**config.mk**
```make
export PLATFORM = sky130hd
export DESIGN_NAME = threshold_arbiter
export DESIGN_NICKNAME = d
export VERILOG_FILES = /design/src/rtl/threshold_arb_pkg.sv /design/src/rtl/threshold_arbiter_rr_pick.sv /design/src/rtl/threshold_arbiter.sv
export SDC_FILE = /design/constraint.sdc
export NUM_CORES = 1
export LEC_CHECK = 0
export BUFFER_PORTS_ARGS = -buffer_cell sky130_fd_sc_hd__buf_2
export CORE_ASPECT_RATIO = 1.1
export CORE_MARGIN = 4
export CORE_UTILIZATION = 46
export CTS_CLUSTER_DIAMETER = 40
export CTS_CLUSTER_SIZE = 10
export DETAILED_ROUTE_END_ITERATION = 7
export MAX_ROUTING_LAYER = met4
export PLACE_DENSITY_LB_ADDON = 0.12
export REMOVE_ABC_BUFFERS = 1
export SLEW_MARGIN = 20
export SYNTH_ARGS = -nofsm -noshare
export SYNTH_HDL_FRONTEND = slang
export SYNTH_SLANG_ARGS = --single-unit
```
**constraint.sdc**
```tcl
create_clock -name clk -period 1.7 [get_ports clk]
set_input_delay 0.085 -clock clk [delete_from_list [all_inputs] [get_ports clk]]
set_output_delay 0.085 -clock clk [all_outputs]
set_load 0.005 [all_outputs]
```
**src/rtl/threshold_arb_pkg.sv**
```systemverilog
// Shared types and width helpers for the threshold calculator arbiter.
package threshold_arb_pkg;

  typedef enum logic [1:0] {
    ST_IDLE  = 2'd0,
    ST_ISSUE = 2'd1,
    ST_WAIT  = 2'd2
  } arb_state_e;

  // Width of a requester index; never narrower than one bit.
  function automatic int unsigned idx_width(input int unsigned num_req);
    return (num_req < 2) ? 1 : $clog2(num_req);
  endfunction

  // Width of the WAIT-phase timeout counter.
  function automatic int unsigned cnt_width(input int unsigned timeout_cyc);
    return (timeout_cyc < 2) ? 1 : $clog2(timeout_cyc);
  endfunction

endpackage

```
**src/rtl/threshold_arbiter_rr_pick.sv**
```systemverilog
// Combinational rotating-priority picker: first eligible index at or after rr_ptr.
module rr_pick
  import threshold_arb_pkg::*;
#(
  parameter int unsigned NUM_REQ = 4,
  parameter int unsigned IDX_W   = 2
) (
  input  logic [NUM_REQ-1:0] eligible,
  input  logic [IDX_W-1:0]   rr_ptr,
  output logic [IDX_W-1:0]   gnt_idx,
  output logic               any_valid
);

  // Scan NUM_REQ positions starting at rr_ptr, keep the first hit.
  always_comb begin
    int unsigned idx;
    idx       = 0;
    gnt_idx   = '0;
    any_valid = 1'b0;
    for (int unsigned k = 0; k < NUM_REQ; k++) begin
      idx = (32'(rr_ptr) + k) % NUM_REQ;
      if (!any_valid && eligible[idx[IDX_W-1:0]]) begin
        any_valid = 1'b1;
        gnt_idx   = idx[IDX_W-1:0];
      end
    end
  end

endmodule

```
**src/rtl/threshold_arbiter.sv**
```systemverilog
// Round-robin sequencer sharing one threshold calculator among NUM_REQ engines.
module threshold_arbiter
  import threshold_arb_pkg::*;
#(
  parameter int unsigned NUM_REQ       = 4,
  parameter int unsigned REF_LEN_WIDTH = 8,
  parameter int unsigned TIMEOUT_CYC   = 64
) (
  input  logic                              clk,
  input  logic                              rst,
  input  logic [NUM_REQ-1:0]                req_valid,
  output logic [NUM_REQ-1:0]                req_ack,
  output logic                              calc_start,
  output logic [idx_width(NUM_REQ)-1:0]     calc_sel,
  input  logic                              calc_done,
  input  logic [REF_LEN_WIDTH-1:0]          calc_threshold,
  output logic [NUM_REQ-1:0]                rsp_valid,
  input  logic [NUM_REQ-1:0]                rsp_ready,
  output logic [NUM_REQ*REF_LEN_WIDTH-1:0]  rsp_threshold,
  output logic [NUM_REQ-1:0]                rsp_err,
  output logic                              busy,
  output logic                              err_timeout,
  output logic                              err_spurious
);

  localparam int unsigned IDX_W = idx_width(NUM_REQ);
  localparam int unsigned CNT_W = cnt_width(TIMEOUT_CYC);

  arb_state_e                             state_q, state_d;
  logic [IDX_W-1:0]                       rr_ptr_q, rr_ptr_d;
  logic [IDX_W-1:0]                       sel_q, sel_d;
  logic [CNT_W-1:0]                       cnt_q, cnt_d;
  logic                                   start_q, start_d;
  logic [NUM_REQ-1:0]                     ack_q, ack_d;
  logic [NUM_REQ-1:0]                     rsp_valid_q, rsp_valid_d;
  logic [NUM_REQ-1:0]                     rsp_err_q, rsp_err_d;
  logic [NUM_REQ-1:0][REF_LEN_WIDTH-1:0]  rsp_thr_q, rsp_thr_d;
  logic                                   busy_q, busy_d;
  logic                                   err_to_q, err_to_d;
  logic                                   err_sp_q, err_sp_d;

  logic [NUM_REQ-1:0] eligible;
  logic [IDX_W-1:0]   pick_idx;
  logic               pick_any;

  // A full response slot masks its requester until consumed.
  assign eligible = req_valid & ~rsp_valid_q;

  rr_pick #(
    .NUM_REQ (NUM_REQ),
    .IDX_W   (IDX_W)
  ) u_rr_pick (
    .eligible  (eligible),
    .rr_ptr    (rr_ptr_q),
    .gnt_idx   (pick_idx),
    .any_valid (pick_any)
  );

  // Next-state and next-output logic; every output is computed one cycle ahead.
  always_comb begin
    state_d     = state_q;
    rr_ptr_d    = rr_ptr_q;
    sel_d       = sel_q;
    cnt_d       = cnt_q;
    start_d     = 1'b0;
    ack_d       = '0;
    rsp_valid_d = rsp_valid_q & ~rsp_ready;
    rsp_err_d   = rsp_err_q;
    rsp_thr_d   = rsp_thr_q;
    err_to_d    = err_to_q;
    err_sp_d    = err_sp_q;

    unique case (state_q)
      ST_IDLE: begin
        if (calc_done) err_sp_d = 1'b1;
        if (pick_any) begin
          state_d         = ST_ISSUE;
          start_d         = 1'b1;
          ack_d[pick_idx] = 1'b1;
          sel_d           = pick_idx;
          cnt_d           = '0;
          rr_ptr_d        = (pick_idx == IDX_W'(NUM_REQ - 1)) ? '0 : pick_idx + IDX_W'(1);
        end
      end
      ST_ISSUE: begin
        if (calc_done) err_sp_d = 1'b1;
        state_d = ST_WAIT;
      end
      ST_WAIT: begin
        if (calc_done) begin
          rsp_thr_d[sel_q]   = calc_threshold;
          rsp_valid_d[sel_q] = 1'b1;
          rsp_err_d[sel_q]   = 1'b0;
          state_d            = ST_IDLE;
        end else if (cnt_q == CNT_W'(TIMEOUT_CYC - 1)) begin
          rsp_thr_d[sel_q]   = '0;
          rsp_valid_d[sel_q] = 1'b1;
          rsp_err_d[sel_q]   = 1'b1;
          err_to_d           = 1'b1;
          state_d            = ST_IDLE;
        end else begin
          cnt_d = cnt_q + CNT_W'(1);
        end
      end
      default: state_d = ST_IDLE;
    endcase

    busy_d = (state_d != ST_IDLE);
  end

  // State and registered-output flops.
  always_ff @(posedge clk or negedge rst) begin
    if (!rst) begin
      state_q     <= ST_IDLE;
      rr_ptr_q    <= '0;
      sel_q       <= '0;
      cnt_q       <= '0;
      start_q     <= 1'b0;
      ack_q       <= '0;
      rsp_valid_q <= '0;
      rsp_err_q   <= '0;
      rsp_thr_q   <= '0;
      busy_q      <= 1'b0;
      err_to_q    <= 1'b0;
      err_sp_q    <= 1'b0;
    end else begin
      state_q     <= state_d;
      rr_ptr_q    <= rr_ptr_d;
      sel_q       <= sel_d;
      cnt_q       <= cnt_d;
      start_q     <= start_d;
      ack_q       <= ack_d;
      rsp_valid_q <= rsp_valid_d;
      rsp_err_q   <= rsp_err_d;
      rsp_thr_q   <= rsp_thr_d;
      busy_q      <= busy_d;
      err_to_q    <= err_to_d;
      err_sp_q    <= err_sp_d;
    end
  end

  assign req_ack       = ack_q;
  assign calc_start    = start_q;
  assign calc_sel      = sel_q;
  assign rsp_valid     = rsp_valid_q;
  assign rsp_threshold = rsp_thr_q;
  assign rsp_err       = rsp_err_q;
  assign busy          = busy_q;
  assign err_timeout   = err_to_q;
  assign err_spurious  = err_sp_q;

endmodule

```
**After elaboration in Yosys (flattened, before gate mapping)**

Index checks and enable logic that the tools add are counted.

- Flip-flop bits (word level): 60
- Input port bits: 19
- Output and inout port bits: 50
- Word-level logic and storage cells: 107

- Add/sub/neg operators: 5
- Magnitude comparators: 8
- Equal/unequal tests: 7
- Mux-type cells: 43
- Bitwise operators: 11
- Reductions and logical operators: 18

Operators by type and width:

| operator | count |
|---|---|
| $mux W32 | 2 |
| $and A32 B32 Y32 | 1 |
| $bwmux W32 | 1 |
| $not A32 Y32 | 1 |
| $mux W4 | 7 |
| $lt A2 B3 Y1 const B | 6 |
| $mux W6 | 3 |
| $demux W8 S2 | 1 |
| $mux W2 | 8 |
| $and A4 B4 Y4 | 3 |
| $mux W1 | 12 |
| $not A4 Y4 | 3 |
| $pmux W6 S2 | 1 |
| $bmux W1 S2 | 4 |
| $mux W8 | 1 |
| $or A4 B4 Y4 | 2 |
| $add A6 B1 Y6 const B | 1 |
| $eq A6 B6 Y1 const B | 1 |
| $ne A2 B2 Y1 const B | 3 |
| $pmux W2 S3 | 1 |
| $reduce_and A2 Y1 | 3 |
| $reduce_bool A2 Y1 | 3 |
| $logic_and A1 B1 Y1 | 5 |
| $add A2 B1 Y2 const B | 2 |
| other kinds (11) | 17 |

**Longest topological paths before layout**

- Word-level depth: 20
- Depth in mapped cells: 7
- Gate-level depth less buffers: 7

**Cells and area by module**

A second synthesis with hierarchy kept.

- Cell total of the unflattened synthesis: 202
- Area, all modules: 2528.7 um2

By module, submodules not included:

| module | times used | cells an instance | area each (um2) | seq. area each (um2) |
|---|---|---|---|---|
| threshold_arbiter | 1 | 187 | 2451.1 | 1501.4 |
| rr_pick | 1 | 15 | 77.6 | 0.0 |

**Worst setup path before layout**

OpenSTA, ideal clock, no wires.

- Kind: register -> register
- Start point: register rsp_valid_q[0] (netlist: rsp_valid[0])
- End point: register rr_ptr_q[1]
- Data arrival time: 1.580 ns
- Path slack: 0.037 ns
- Cell stages (with the launch flop): 7
- Path buffers: 0
- Period minus slack after synthesis: 1.663 ns
- Cells stage by stage: dfrtp_1 > or2b_1 > o221a_1 > o32ai_2 > inv_1 > ha_1 > o21ai_0

- Word-level cells in the longest chain between the ends: 16

RTL lines:

| element | line | text |
|---|---|---|
| start: declaration | threshold_arbiter.sv:35 | `logic [NUM_REQ-1:0] rsp_valid_q, rsp_valid_d;` |
| start signal: assignment | threshold_arbiter.sv:133 | `rsp_valid_q <= rsp_valid_d;` |
| $not A4 Y4 (*) | threshold_arbiter.sv:47 | `assign eligible = req_valid & ~rsp_valid_q;` |
| $and A4 B4 Y4 (*) | threshold_arbiter.sv:47 |  |
| $bmux W1 S2 | threshold_arbiter_rr_pick.sv:22 | `if (!any_valid && eligible[idx[IDX_W-1:0]]) begin` |
| $mux W1 (not written as such) | threshold_arbiter_rr_pick.sv:22 |  |
| $mux W1 | threshold_arbiter_rr_pick.sv:22 |  |
| $logic_not A1 Y1 | threshold_arbiter_rr_pick.sv:22 |  |
| $logic_and A1 B1 Y1 | threshold_arbiter_rr_pick.sv:22 |  |
| $mux W1 | threshold_arbiter_rr_pick.sv:22 |  |
| $logic_not A1 Y1 | threshold_arbiter_rr_pick.sv:22 |  |
| $logic_and A1 B1 Y1 | threshold_arbiter_rr_pick.sv:22 |  |
| $mux W1 | threshold_arbiter_rr_pick.sv:22 |  |
| $logic_not A1 Y1 | threshold_arbiter_rr_pick.sv:22 |  |
| $logic_and A1 B1 Y1 | threshold_arbiter_rr_pick.sv:22 |  |
| $mux W2 (*) | threshold_arbiter_rr_pick.sv:22 |  |
| net pick_idx[0] | threshold_arbiter.sv:43 | `logic [IDX_W-1:0] pick_idx;` |
| $add A2 B1 Y2 / $eq A2 B2 Y1 (equally long branches) | threshold_arbiter.sv:82 | `rr_ptr_d = (pick_idx == IDX_W'(NUM_REQ - 1)) ? '0 : pick_idx + IDX_W'(1);` |
| $mux W2 (*) | threshold_arbiter.sv:82 |  |
| end signal: assignment | threshold_arbiter.sv:128 | `rr_ptr_q <= rr_ptr_d;` |
| end: declaration | threshold_arbiter.sv:30 | `logic [IDX_W-1:0] rr_ptr_q, rr_ptr_d;` |

The timed path passes the listed nets; every way through them passes the cells marked *. The select of a mux whose other input is x is not followed.
A chain may end at the register's enable or synchronous reset.

**Worst setup path in the final report**

Same ends and word-level chain as after synthesis.

==> summary.txt <==
Finish
  • Layout cell share with drive strength beyond 1: between 30% and 40%
  • ANT cells: 0
  • Nets: 318
  • Post-Layout Cell Count: 370
  • Number of fillers in the final layout: 449
  • Synthesis-to-layout area growth: 31.61%
  • Non-Filler Cell Area, Final: approximately 0.0033 sq mm

Clock network
  • Clock latency at the later pin of the worst-skew pair: approximately 0.33 ns
  • CTS tree: yes
  • CTS clk-pin slew, worst paths: 0.07 ns
  • Root buffer cell: sky130_fd_sc_hd__clkbuf_8
  • CTS H-Tree Depth: 3
  • Number of CTS-inserted buffers: 9
  • Clock Sinks: 60
  • Number of buffers on the longest clock path: 2

Pwr
  • Combinational share of power: 36.1%
  • Power share of the sequential group: 41.1%
  • P_leak: 1.617 nW
  • Max VDD drop: around 0.0012 V
  • Internal power contribution: 0.003593 W
  • Total net switching power: 0.001863 W
  • Total power divided by cell area: about 1600 mW/mm^2
  • Switching share of total power: 34.15%
  • Clock network power share: 22.8%

Critical path
  • Crit path launch: rsp_valid[0]
  • Cell with the largest stage delay on the worst path: sky130_fd_sc_hd__dfrtp_1
  • Sequence of cells on the critical path: or2b_1, o221a_1, o32ai_2, inv_1, ha_1, o21ai_1
  • Critical path class: reg2reg
  • Category of the worst setup path capture point: flip-flop
  • Highest fanout seen on the critical path: 3
  • Category of cells accounting for the largest share of critical-path delay: compound AO/OA/AOI/OAI gates
  • Required time at the worst-slack endpoint: 1.96 ns
  • Setup crit start kind: flip-flop
  • Critical Path AT: between 1.5 and 2 ns
  • Bufs and invs on worst path: 1
  • R2r startpoint: rsp_valid[0]
  • Delay of the slowest cell on the worst path: 0.39 ns

STA
  • Min cycle time layout: 1.660 ns
  • Worst rel slew slack: 75.21%
  • Number of endpoints with negative hold slack in the final report: 0
  • Transition at the pin with the smallest max-transition slack: 0.3702 ns
  • Min Hold Slack: 0.03341 ns
  • Total count of max-transition violations in the final report: 0
  • Post-route clock period utilization: a little over nine tenths
  • RSZ-0062 raised after global routing: yes
  • Final setup violation count: 0
  • Clock Skews: 0.005791 ns
  • Maximum operating frequency: 602.3 MHz

Floorplanning
  • Cell row count: 27
  • Die span in y: 85.53 um
  • Die Footprint: 0.006712 sq mm
  • Core region area: 0.005135 sq mm
  • Top-Level Pins: 69
  • Starting Density: 48.95%
  • Die extent in x: a little under 80 um

Routing
  • Via density: 5.254
  • Antenna Nets Post-Route: 0
  • Wirelength per Cell: 16.44 um
  • Number of iterations in the first detailed-routing pass: 4
  • Total number of vias: 1944
  • Detailed Route Iter0 Violations: 111
  • Routed wire length: between 6000 and 7000 um
  • Number of remaining DRC errors: 0

Synthesis
  • FF+latch count, synth: 60
  • Proportion of synthesized flip-flops having asynchronous set or reset: 100.0%
  • Netlist Area Pre-Place: 0.002514 sq mm
  • Cells after Synth: 203
  • Number of enable-type register cells in the synthesized netlist: 0
  • Number of library cell types mapped by synthesis: 41
  • Synth Area per Inst: 12.38 sq um
  • Seq/Total Area, Yosys: around three fifths
  • Synth warnings: 0
  • Primary flip-flop cell chosen by synthesis mapping: sky130_fd_sc_hd__dfrtp_1

Hold path
  • Hold path startpoint: calc_done
  • Type of the worst min-delay path: in2reg

Placement
  • Post-Place Cell Area: 0.003028 sq mm
  • Placed Cells: 349
  • Placer Congestion: between 0.7 and 0.8
  • Number of input and output port buffers inserted: 68
  • DP Wirelength: 4280 um

Global route
  • Total global routing overflow: 0
  • Via count of the first global-routing pass: 2028
  • Number of antenna violations at the first check in global routing: 0
  • First-pass GRT wire length: 10140 um
  • GRT Overall Usage: 20.19%
  • Pin count of the biggest net entering global routing: 61

Status
  • Result of the run: complete, no violations

Run
  • Max_cap viols: 0
-- Yosys cell counts (4+ instances only) --
master	instances	area share, %
sky130_fd_sc_hd__dfrtp_1	60	60
sky130_fd_sc_hd__o21ai_0	11	2.2
sky130_fd_sc_hd__nand2_1	14	2.1
sky130_fd_sc_hd__and2_1	4	1.0
sky130_fd_sc_hd__o2bb2ai_1	32	11
sky130_fd_sc_hd__inv_1	12	1.8
sky130_fd_sc_hd__nor2b_1	6	1.5
sky130_fd_sc_hd__ha_1	5	2.5
sky130_fd_sc_hd__nand2b_1	5	1.2
-- cell usage in the layout (no fill, tap or decap), types with 4 or more instances in the layout --
cell type / instances
sky130_fd_sc_hd__buf_2: 68
sky130_fd_sc_hd__dfrtp_1: 60
sky130_fd_sc_hd__and2_1: 4
sky130_fd_sc_hd__ha_1: 5
sky130_fd_sc_hd__o2bb2ai_1: 32
sky130_fd_sc_hd__nand2_1: 14
sky130_fd_sc_hd__nand2b_1: 5
sky130_fd_sc_hd__nor2b_1: 6
sky130_fd_sc_hd__inv_1: 12
sky130_fd_sc_hd__o21ai_0: 10
sky130_fd_sc_hd__buf_4: 14
sky130_fd_sc_hd__dlygate4sd3_1: 5
sky130_fd_sc_hd__clkbuf_8: 10
-- area by class of cell --
type                            instances  area (sq um)  share of cell area, %
Multi-Input combinational cell        122         962.2                  29.08
Tap cell                               72         90.09                  2.723
Clock buffer                           10         137.6                  4.160
Clock inverter                          5         52.55                  1.589
Timing Repair Buffer                   88         515.5                  15.58
Sequential cell                        60          1501                  45.39
Inverter                               13         48.80                  1.475
-- cells by family after synthesis --
group | Yosys count | share of synthesized area, %
simple gates | 50 | 12.39
flops | 60 | 59.73
buf+inv | 21 | 3.285
compound gates | 66 | 21.75
fa+ha+maj | 5 | 2.489
xor+xnor | 1 | 0.3485
-- worst paths after layout --
| kind | depth (start not counted) | to | slack (ns) |
|---|---|---|---|
| setup / recovery | 6 | rr_ptr_q[1] | 0.04 |
| hold / removal | 2 | err_spurious | 0.03 |
| setup reg to reg | 6 | rr_ptr_q[1] | 0.04 |
| hold reg to reg | 1 | err_spurious | 0.46 |
| max in group asynchronous | 3 | rsp_threshold[14] | 1.13 |
| min in group asynchronous | 3 | rsp_threshold[27] | 0.28 |
-- repair_timing --
action                                 4_1_cts  5_1_grt
buffers inserted                             0        1
pin swaps                                    0        3
setup endpoints to repair                    2        7
hold buffers                                 5        0
endpoints found under the hold margin       64        0
resized for setup                            2        4
-- registers in the layout, indices dropped and copies added, names as in the netlist, named ones only --
signal,flops
rsp_threshold,32
busy,1
state_q,2
err_spurious,1
calc_sel,2
rr_ptr_q,2
calc_start,1
err_timeout,1
rsp_valid,4
req_ack,4
cnt_q,6
-- metal layers --
layer  up-vias  GRT usage (%)  wire length (um)
met2        59          31.85              3038
met5         -              -                 0
met1       955          25.65              2666
met4         0          8.108                72
met3         8          4.097               307
li1        922              -                 -
-- through the flow --
step	total power (W)	worst slack [ns]	TNS [ns]	util, %
after floorplan	0.003216	0.03635	0	-
after global placement	0.004117	0.06547	0	58.97
after detailed placement	0.004159	-0.001403	-0.001403	58.97
after CTS	0.005449	0.02491	0	63.77
after global routing	0.005850	-0.06709	-0.1719	64.43
final	0.005455	0.03978	0	64.43
-- power by group through the flow --
| stage | sequential, W | combinational [W] | clock [W] |
|---|---|---|---|
| after global placement | 0.00225 | 0.00187 | 0 |
| final | 0.00224 | 0.00197 | 0.00124 |
| after floorplan | 0.00230 | 0.000921 | 0 |
| after CTS | 0.00224 | 0.00194 | 0.00127 |
| after global routing | 0.00231 | 0.00219 | 0.00135 |
| after detailed placement | 0.00224 | 0.00192 | 0 |
No activity file was read; power rests on OpenSTA's default activity.
